==> config.mk <==
export PLATFORM = sky130hd
export DESIGN_NAME = nibble_uart_tx_flat
export DESIGN_NICKNAME = d
export VERILOG_FILES = /design/src/rtl/nibble_uart_tx_pkg.sv /design/src/rtl/nibble_uart_tx_if.sv /design/src/rtl/nibble_uart_tx_bit_timer.sv /design/src/rtl/nibble_uart_tx.sv /design/src/flat_wrapper.sv
export SDC_FILE = /design/constraint.sdc
export NUM_CORES = 1
export LEC_CHECK = 0
export BUFFER_PORTS_ARGS = -buffer_cell sky130_fd_sc_hd__buf_2
export CAP_MARGIN = 30
export CORE_MARGIN = 2
export CORE_UTILIZATION = 60
export CTS_CLUSTER_DIAMETER = 100
export DETAILED_ROUTE_END_ITERATION = 10
export GPL_ROUTABILITY_DRIVEN = 0
export PLACE_DENSITY = 0.82
export SLEW_MARGIN = 0
export SYNTH_ARGS = -nofsm -noshare
export SYNTH_HDL_FRONTEND = slang
export SYNTH_HIERARCHICAL = 1
export SYNTH_SLANG_ARGS = --single-unit
==> constraint.sdc <==
create_clock -name clk -period 5.4 [get_ports clk]
set_input_delay 1.08 -clock clk [delete_from_list [all_inputs] [get_ports clk]]
set_output_delay 1.08 -clock clk [all_outputs]
set_load 0.01 [all_outputs]
==> src/rtl/nibble_uart_tx_pkg.sv <==
// nibble_uart_tx_pkg: shared state encoding, frame constants and parity helper
package nibble_uart_tx_pkg;
  typedef enum logic [2:0] {
    IDLE   = 3'd0,
    START  = 3'd1,
    DATA   = 3'd2,
    PARITY = 3'd3,
    STOP   = 3'd4
  } state_e;
  localparam int DATA_BITS = 4;
  function automatic int frame_bits(input bit parity_en);
    return DATA_BITS + 2 + int'(parity_en);
  endfunction
  function automatic logic parity_of(input logic [3:0] d, input logic odd);
    return (^d) ^ odd;
  endfunction
endpackage

==> src/rtl/nibble_uart_tx_if.sv <==
// nibble_uart_tx_if: valid/ready nibble handshake into the transmitter
interface nibble_uart_tx_if;
  logic [3:0] in_data;
  logic       in_valid;
  logic       in_ready;
  modport master(output in_data, output in_valid, input in_ready);
  modport slave(input in_data, input in_valid, output in_ready);
endinterface

==> src/rtl/nibble_uart_tx_bit_timer.sv <==
// nibble_uart_tx_bit_timer: per-bit tick counter flagging the last clock of a bit
module nibble_uart_tx_bit_timer #(
  parameter int CLKS_PER_BIT = 4
) (
  input  logic clk,
  input  logic reset,
  input  logic clr_i,
  output logic last_tick_o
);
  logic [7:0] tick_q, tick_d;
  assign last_tick_o = tick_q == 8'(CLKS_PER_BIT - 1);
  // tick counter wraps on the last tick and is held at zero while cleared
  always_comb tick_d = (clr_i || last_tick_o) ? '0 : tick_q + 8'd1;
  // tick register
  always_ff @(posedge clk)
    tick_q <= reset ? '0 : tick_d;
endmodule

==> src/rtl/nibble_uart_tx.sv <==
// nibble_uart_tx: serialises a nibble as start, 4 data bits LSB first, optional parity, stop
module nibble_uart_tx
  import nibble_uart_tx_pkg::*;
#(
  parameter int CLKS_PER_BIT = 4,
  parameter bit PARITY_EN    = 1'b1,
  parameter bit PARITY_ODD   = 1'b0
) (
  input  logic              clk,
  input  logic              reset,
  nibble_uart_tx_if.slave   in_if,
  output logic              tx,
  output logic              busy
);
  state_e     state_q, state_d;
  logic [3:0] shreg_q, shreg_d;
  logic [1:0] bit_q, bit_d;
  logic       par_q, par_d, tx_q, tx_d, last_tick, accept;
  nibble_uart_tx_bit_timer #(.CLKS_PER_BIT(CLKS_PER_BIT)) u_timer (
    .clk,
    .reset,
    .clr_i(state_q == IDLE),
    .last_tick_o(last_tick)
  );
  assign in_if.in_ready = state_q == IDLE || (state_q == STOP && last_tick);
  assign accept = in_if.in_valid && in_if.in_ready;
  assign tx = tx_q;
  assign busy = state_q != IDLE;
  // next state; an accept in IDLE or on the final stop tick loads a new frame, and tx is precomputed from the next state
  always_comb begin
    state_d = state_q;
    shreg_d = shreg_q;
    bit_d = bit_q;
    par_d = par_q;
    if (last_tick)
      case (state_q)
        START: state_d = DATA;
        DATA: begin
          shreg_d = shreg_q >> 1;
          bit_d = bit_q + 2'd1;
          if (bit_q == 2'(DATA_BITS - 1)) state_d = PARITY_EN ? PARITY : STOP;
        end
        PARITY: state_d = STOP;
        STOP: state_d = IDLE;
        default: state_d = state_q;
      endcase
    if (accept) begin
      state_d = START;
      shreg_d = in_if.in_data;
      bit_d = '0;
      par_d = parity_of(in_if.in_data, PARITY_ODD);
    end
    tx_d = state_d == START ? 1'b0 : state_d == DATA ? shreg_d[0] : state_d == PARITY ? par_d : 1'b1;
  end
  // state registers; reset discards any frame in progress
  always_ff @(posedge clk)
    if (reset) begin
      state_q <= IDLE;
      shreg_q <= '0;
      bit_q <= '0;
      par_q <= 1'b0;
      tx_q <= 1'b1;
    end else begin
      state_q <= state_d;
      shreg_q <= shreg_d;
      bit_q <= bit_d;
      par_q <= par_d;
      tx_q <= tx_d;
    end
endmodule

==> src/flat_wrapper.sv <==
// flat-port wrapper written by rule: the top's interface ports become plain ports
module nibble_uart_tx_flat import nibble_uart_tx_pkg::*;
#(
  parameter int CLKS_PER_BIT = 4,
  parameter bit PARITY_EN    = 1'b1,
  parameter bit PARITY_ODD   = 1'b0
)
  (clk, reset, tx, busy, in_if_in_data, in_if_in_valid, in_if_in_ready);
  nibble_uart_tx_if in_if_i ();
  input  logic clk;
  input  logic reset;
  output logic tx;
  output logic busy;
  input wire logic [$bits(in_if_i.in_data)-1:0] in_if_in_data;
  input wire logic [$bits(in_if_i.in_valid)-1:0] in_if_in_valid;
  output wire logic [$bits(in_if_i.in_ready)-1:0] in_if_in_ready;
  assign in_if_i.in_data = in_if_in_data;
  assign in_if_i.in_valid = in_if_in_valid;
  assign in_if_in_ready = in_if_i.in_ready;
  nibble_uart_tx #(.CLKS_PER_BIT(CLKS_PER_BIT), .PARITY_EN(PARITY_EN), .PARITY_ODD(PARITY_ODD)) u_core (.clk(clk), .reset(reset), .in_if(in_if_i), .tx(tx), .busy(busy));
endmodule
==> impl_summary.txt, run 1 <==
----------------------------------------------------
[Outcome]
  Result of the run ... completed

[Timing]
  Hold violation count in the final report ... 0
  Final-report setup violation count ... 0
  Setup clock skew after layout ... 0.00375 ns
  Final WS setup ... ~1.6 ns
  Relative slew margins ... roughly 27%
  Number of max-slew violations in the final report ... 0
  Unrepaired setup endpoints after global routing ... no
  Post-route fraction of the period consumed by the critical path ... between 60% and 70%
  Fmax ... 266 MHz
  Post-Route Setup TNS ... 0 ns
  Tightest Pin Transition ... 1.09 ns
  Post-route minimum period ... 3.75 ns
  Hold slack final ... between 0.4 and 0.5 ns

[Global route]
  First-pass GRT wire length ... roughly 3000 µm
  Global router's overall resource usage ... a little over a fifth
  Number of antenna violations at the first check in global routing ... 0
  Largest net degree at the start of global routing ... 13
  Vias in the first global route ... between 700 and 800
  Total global routing overflow ... 0

[Logic synthesis]
  Fraction of registers with async set or reset after synthesis ... 0%
  Synth area leaders ... sky130_fd_sc_hd__dfxtp_1, sky130_fd_sc_hd__mux2i_1, sky130_fd_sc_hd__nor2_1
  Count of flip-flops with a built-in enable after synthesis ... 0
  Syn Std Cell Area ... approximately 940 µm²
  Yosys top cell area share ... a little over 40%
  Mean cell area of the mapped netlist ... around 9.6 µm²
  Net count of the mapped netlist ... ~110
  Most used flip-flop cell after synthesis ... sky130_fd_sc_hd__dfxtp_1
  Cell type with the largest total area after synthesis ... sky130_fd_sc_hd__dfxtp_1
  Yosys warning total ... 6
  Register area share after synthesis ... 40.5%
  Top-count cell post-synth ... sky130_fd_sc_hd__dfxtp_1
  Most frequent cells after synthesis ... sky130_fd_sc_hd__dfxtp_1, sky130_fd_sc_hd__nor2_1, sky130_fd_sc_hd__a21oi_1, sky130_fd_sc_hd__nor3_1
  Total of flip-flops plus latches after synthesis ... 19
  Gate Count Post-Synth ... 98
  Number of distinct library cell variants in the gate-level netlist after synthesis ... 34

[CTS]
  Quantity of gates resized following cts ... 0
  Count of H-tree levels built during CTS ... 1
  Number of buffers on the longest clock path ... 2
  Clock tree from TritonCTS ... done
  CTS root buffer ... sky130_fd_sc_hd__clkbuf_4
  Post-CTS Hold Fix Bufs ... 0
  Number of post-CTS setup repair buffers ... 0
  Clock slew seen by the registers of the worst setup and hold paths ... around 0.10 ns
  Number of buffers created by CTS ... 3
  TritonCTS Sinks ... 19
  Clock insertion delay at the later pin of the skew report ... about 0.29 ns

[Floorplan]
  Number of top-level design ports ... 10
  Floorplan Core Area ... 0.00149 mm²
  Overall die area ... 0.00190 mm²
  Effective utilization at floorplan ... 63.1%
  Die X-Extent ... 43.6 µm
  Cell Rows ... 14
  Die Ht ... between 40 and 50 µm

[Power]
  Share of power burned in registers ... 61.0%
  Logic gate share of total power ... ~10%
  Worst supply voltage drop on vdd ... about 150 µV
  Leakage power total ... about 0.36 nW
  Int Pwr ... about 0.18 mW
  Switching portion of total power ... between 20% and 30%
  Total power per unit cell area ... roughly 240 mW/mm²
  Overall power ... 0.242 mW
  Net Switching ... roughly 0.058 mW
  Clock power frac ... between 20% and 30%

[Route]
  Via count normalized by instance count ... slightly below 6
  Initial DRT Pass Iterations ... 4
  Post-detailed-route wirelength per cell ... roughly 14 µm
  Drt initial violations ... 12
  Drc violations ... 0
  Post-detailed-route count of antenna-violating nets ... 0
  Top layer used by detailed routing ... met4
  DRT met1 WL ... 774 µm
  Metal2 WL ... around 840 µm
  Post-detailed-routing wire length ... between 1500 and 2000 µm
  Met3 WL post-DR ... about 57 µm
  Number of vias in the routed layout ... approximately 730

[Layout]
  Count of nets after finishing ... approximately 120
  Share of layout cells above drive strength 1 ... between 15 and 20%
  Final-layout fill cell count ... about 110
  Count of antenna diodes in the layout ... 0
  Growth of design area from synthesis to finish ... 7.32%

[Job]
  Max-cap violation count ... 0

[Place]
  DPL Wire Length ... between 1000 and 1500 µm
  IO Port Bufs ... 9
  DP Worst Slack ... ~2.1 ns

[Worst setup path]
  CP Data Required Time ... ~4.3 ns
  Data arrival, critical path ... around 2.7 ns
  Startpoint type of the worst setup path ... register
  Maximum fanout along the worst path ... 6
  Crit end category ... primary output
  Reg2Reg Setup Slack ... 2.22 ns
  Crit path kind ... register to primary output

[Worst hold path]
  Hold WC Path Type ... register to register

----------------------------------------------------
==> kinds of logic (layout without fill, tap and decap cells) <==
family	Yosys count	count (layout)	share of synthesized area [%]
xor+xnor	8	8	7.46
flops	19	19	40.5
compound gates	18	18	14.4
fa+ha+maj	2	2	2.66
simple gates	40	40	27.4
mux	4	4	4.26
buf+inv	7	15	3.33
==> sequential cells by signal, indices dropped and copies added (netlist names) <==
signal and count:
u_core/bit_q 2, u_core/par_q 1, u_core/shreg_q 4, u_core/state_q 3, u_core/tx 1, u_core/u_timer/tick_q 8
==> power by group through the flow <==
stage	registers (mW)	clock network, mW	logic (mW)
2_1_floorplan	0.150	0	0.0189
3_3_place_gp	0.151	0	0.0239
3_5_place_dp	0.151	0	0.0247
4_1_cts	0.148	0.0724	0.0251
5_1_grt	0.149	0.0783	0.0277
6_report	0.148	0.0696	0.0248
==> final cells by class <==
cell class,instances,area [µm²],share of cell area (%)
inverters,2,7.51,0.744
flip-flops and latches,19,380,37.7
well taps,16,20.0,1.99
clock inverters,1,5.00,0.496
repair buffers,9,45.0,4.47
multi-input cells,72,528,52.4
clock buffers,3,22.5,2.23
==> cell usage in the layout (no fill, tap or decap), types with 2 or more instances in the layout <==
cell type and instances:
sky130_fd_sc_hd__nor2b_1 3, sky130_fd_sc_hd__inv_1 2, sky130_fd_sc_hd__dfxtp_1 19, sky130_fd_sc_hd__nor2_1 10, sky130_fd_sc_hd__xor2_1 4, sky130_fd_sc_hd__a211oi_1 2, sky130_fd_sc_hd__ha_1 2, sky130_fd_sc_hd__clkbuf_4 3
sky130_fd_sc_hd__nand3_1 3, sky130_fd_sc_hd__nand3b_1 3, sky130_fd_sc_hd__nand2_1 3, sky130_fd_sc_hd__o21ai_0 4, sky130_fd_sc_hd__or3_1 3, sky130_fd_sc_hd__a22oi_1 2, sky130_fd_sc_hd__buf_2 9, sky130_fd_sc_hd__mux2i_1 4
sky130_fd_sc_hd__a21oi_1 5, sky130_fd_sc_hd__nor3_1 5, sky130_fd_sc_hd__xnor2_1 4
==> per-stage QoR <==
step | area [µm²] | std cells | util, %
after global routing | 1010 | 122 | 67.7
after CTS | 1010 | 122 | 67.7
after floorplan | 940 | 98 | -
after global placement | 981 | 118 | 65.9
final | 1010 | 122 | 67.7
after detailed placement | 981 | 118 | 65.9
==> worst max-delay path: stages, from the launching register on <==
cell                      delay, ns
sky130_fd_sc_hd__dfxtp_1       0.36
sky130_fd_sc_hd__ha_1          0.24
sky130_fd_sc_hd__or4b_4        0.51
sky130_fd_sc_hd__nor4_1        0.84
sky130_fd_sc_hd__nor2b_4       0.11
sky130_fd_sc_hd__nor3_1        0.17
sky130_fd_sc_hd__buf_2         0.16
==> per-layer routing <==
metal / track usage (%) / vias up
li1: - / 366
met3: 2.50 / 2
met1: 27.4 / 340
met4: 12.1 / 0
met5: 0 / -
met2: 32.9 / 18
==> path summary, 6_finish.rpt <==
| kind | from | to | cells past startpoint |
|---|---|---|---|
| worst min-delay path | u_core/u_timer/tick_q[0] | u_core/u_timer/tick_q[0] | 1 |
| worst min register to register | u_core/u_timer/tick_q[0] | u_core/u_timer/tick_q[0] | 1 |
| worst max-delay path | u_core/u_timer/tick_q[0] | in_if_in_ready | 6 |
| worst max register to register | u_core/u_timer/tick_q[0] | u_core/tx | 7 |
No activity file was read; power rests on OpenSTA's default activity.
==> run 2: changes to the inputs <==
--- a/config.mk
+++ b/config.mk
@@ -8,11 +8,11 @@
 export BUFFER_PORTS_ARGS = -buffer_cell sky130_fd_sc_hd__buf_2
 export CAP_MARGIN = 30
 export CORE_MARGIN = 2
-export CORE_UTILIZATION = 60
+export CORE_UTILIZATION = 55
 export CTS_CLUSTER_DIAMETER = 100
 export DETAILED_ROUTE_END_ITERATION = 10
 export GPL_ROUTABILITY_DRIVEN = 0
-export PLACE_DENSITY = 0.82
+export PLACE_DENSITY = 0.76
 export SLEW_MARGIN = 0
 export SYNTH_ARGS = -nofsm -noshare
 export SYNTH_HDL_FRONTEND = slang
==> constraint.sdc (replaced) <==
create_clock -name clk -period 3.54 [get_ports clk]
set_input_delay 0.708 -clock clk [delete_from_list [all_inputs] [get_ports clk]]
set_output_delay 0.708 -clock clk [all_outputs]
set_load 0.01 [all_outputs]
==> impl_summary.txt, run 2 (synthesis results as in run 1) <==
----------------------------------------------------
[Place]
  DPL Wire Length ... about 1200 µm
  Placed cell count ... between 100 and 150
  IO Port Bufs ... 9

[Route]
  Via count normalized by instance count ... 5.76
  Post-detailed-routing wire length ... roughly 1700 µm
  Initial DRT Pass Iterations ... 4
  Drc violations ... 0
  Post-detailed-route count of antenna-violating nets ... 0
  Post-detailed-route wirelength per cell ... around 14 µm
  Drt initial violations ... 7
  Number of vias in the routed layout ... 709

[Floorplan]
  Cell Rows ... 14
  Die Ht ... 45.3 µm
  Effective utilization at floorplan ... 60.3%
  Die X-Extent ... ~45 µm
  Floorplan Core Area ... about 0.0016 mm²
  Overall die area ... between 0.002 and 0.0025 mm²
  Number of top-level design ports ... 10

[Timing]
  Tightest Pin Transition ... 0.519 ns
  Fmax ... about 360 MHz
  Post-route minimum period ... around 2.8 ns
  Relative slew margins ... between 60 and 70%
  Post-Route Setup TNS ... 0 ns
  Final-report setup violation count ... 0
  Number of max-slew violations in the final report ... 0
  Setup clock skew after layout ... ~0.0063 ns
  Post-route fraction of the period consumed by the critical path ... 78.6%
  Unrepaired setup endpoints after global routing ... no
  Hold violation count in the final report ... 0

[Worst setup path]
  Crit end category ... primary output
  CP Data Required Time ... between 2 and 3 ns
  Crit path kind ... register to primary output
  Maximum fanout along the worst path ... 6
  Data arrival, critical path ... 2.08 ns
  Startpoint type of the worst setup path ... register

[CTS]
  Clock slew seen by the registers of the worst setup and hold paths ... approximately 0.090 ns
  Number of buffers created by CTS ... 3
  Clock insertion delay at the later pin of the skew report ... between 0.2 and 0.3 ns
  Number of buffers on the longest clock path ... 2
  Post-CTS Hold Fix Bufs ... 0
  Count of H-tree levels built during CTS ... 1
  Quantity of gates resized following cts ... 0
  Number of post-CTS setup repair buffers ... 0
  Clock tree from TritonCTS ... done
  CTS root buffer ... sky130_fd_sc_hd__clkbuf_4
  TritonCTS Sinks ... 19

[Power]
  Worst supply voltage drop on vdd ... 297 µV
  Logic gate share of total power ... between 10% and 20%
  Clock power frac ... between 20 and 30%
  Int Pwr ... around 0.28 mW
  Net Switching ... around 0.084 mW
  Leakage power total ... between 0.3 and 0.4 nW
  Switching portion of total power ... between 20% and 30%
  Share of power burned in registers ... 61.7%
  Total power per unit cell area ... 361 mW/mm²

[Layout]
  Share of layout cells above drive strength 1 ... between 15 and 20%
  Commonest non-fill, non-tap cell in the layout ... sky130_fd_sc_hd__dfxtp_1
  Largest registers ... u_core/u_timer/tick_q (8), u_core/shreg_q (4), u_core/state_q (3)
  Flip-flop count of the largest register after layout ... 8
  Final Non-Filler Cells ... 123
  Top register by number of flip-flops ... u_core/u_timer/tick_q
  Commonest cells after routing, fill and taps aside ... sky130_fd_sc_hd__dfxtp_1, sky130_fd_sc_hd__nor2_1, sky130_fd_sc_hd__buf_2, sky130_fd_sc_hd__nor3_1, sky130_fd_sc_hd__a21oi_1
  Count of nets after finishing ... 117
  Growth of design area from synthesis to finish ... 7.99%
  Count of antenna diodes in the layout ... 0

[Job]
  Max-cap violation count ... 0

[Global route]
  Global router's overall resource usage ... between 10% and 20%
  Largest net degree at the start of global routing ... 13
  Total global routing overflow ... 0
  First-pass GRT wire length ... about 2700 µm
  Vias in the first global route ... 628
  Number of antenna violations at the first check in global routing ... 0

[Outcome]
  Result of the run ... completed

[Worst hold path]
  Hold WC Path Type ... register to register

----------------------------------------------------
-- run 2: power groups by stage --
stage | combinational, mW | sequential, mW | clock [mW]
floorplan | 0.0288 | 0.228 | 0
global placement | 0.0371 | 0.230 | 0
detailed placement | 0.0375 | 0.231 | 0
CTS | 0.0377 | 0.226 | 0.108
global route | 0.0413 | 0.227 | 0.115
finish | 0.0376 | 0.226 | 0.103
-- run 2: final timing paths --
kind	to	slack, ns	depth (start not counted)	from
max	in_if_in_ready	0.76	7	u_core/u_timer/tick_q[0]
min	u_core/u_timer/tick_q[0]	0.45	1	u_core/u_timer/tick_q[0]
max reg2reg	u_core/tx	1.01	8	u_core/u_timer/tick_q[0]
min reg2reg	u_core/u_timer/tick_q[0]	0.45	1	u_core/u_timer/tick_q[0]
-- run 2: area by class of cell --
cell class / instances / area [µm²]
tap: 16 / 20.0
timing repair buffer: 10 / 52.6
multi-input combinational: 72 / 528
clock buffer: 4 / 26.3
inverter: 2 / 7.51
sequential: 19 / 380
fill: 131 / 544
-- run 2: per-layer routing --
layer | global-route usage (%) | vias to the layer above | wire [µm] | share of wire (%)
met4 | 3.53 | 0 | 13 | 0.77
li1 | - | 371 | - | -
met3 | 7.20 | 2 | 79 | 4.7
met5 | 0 | - | 0 | 0
met2 | 27.7 | 14 | 726 | 43
met1 | 26.1 | 322 | 867 | 51
-- run 2: through the flow --
stage / power (mW) / util [%] / instance area (µm²) / setup slack (ns) / hold WS [ns]
CTS: 0.372 / 65.1 / 1010 / 0.751 / 0.458
detailed placement: 0.268 / 63.4 / 988 / 1.02 / 0.444
finish: 0.366 / 65.1 / 1010 / 0.756 / 0.454
global placement: 0.267 / 63.4 / 988 / 1.12 / 0.431
floorplan: 0.257 / - / 940 / 0.786 / 0.418
global route: 0.383 / 65.1 / 1010 / 0.625 / 0.483
-- run 2: worst max-delay path, cell delays in order (launching register included) --
cell and delay [ns]:
sky130_fd_sc_hd__dfxtp_1 0.36, sky130_fd_sc_hd__ha_1 0.23, sky130_fd_sc_hd__or4b_4 0.50, sky130_fd_sc_hd__nor4_1 0.18, sky130_fd_sc_hd__buf_4 0.19, sky130_fd_sc_hd__nor2b_4 0.05
sky130_fd_sc_hd__nor3_1 0.12, sky130_fd_sc_hd__buf_2 0.15
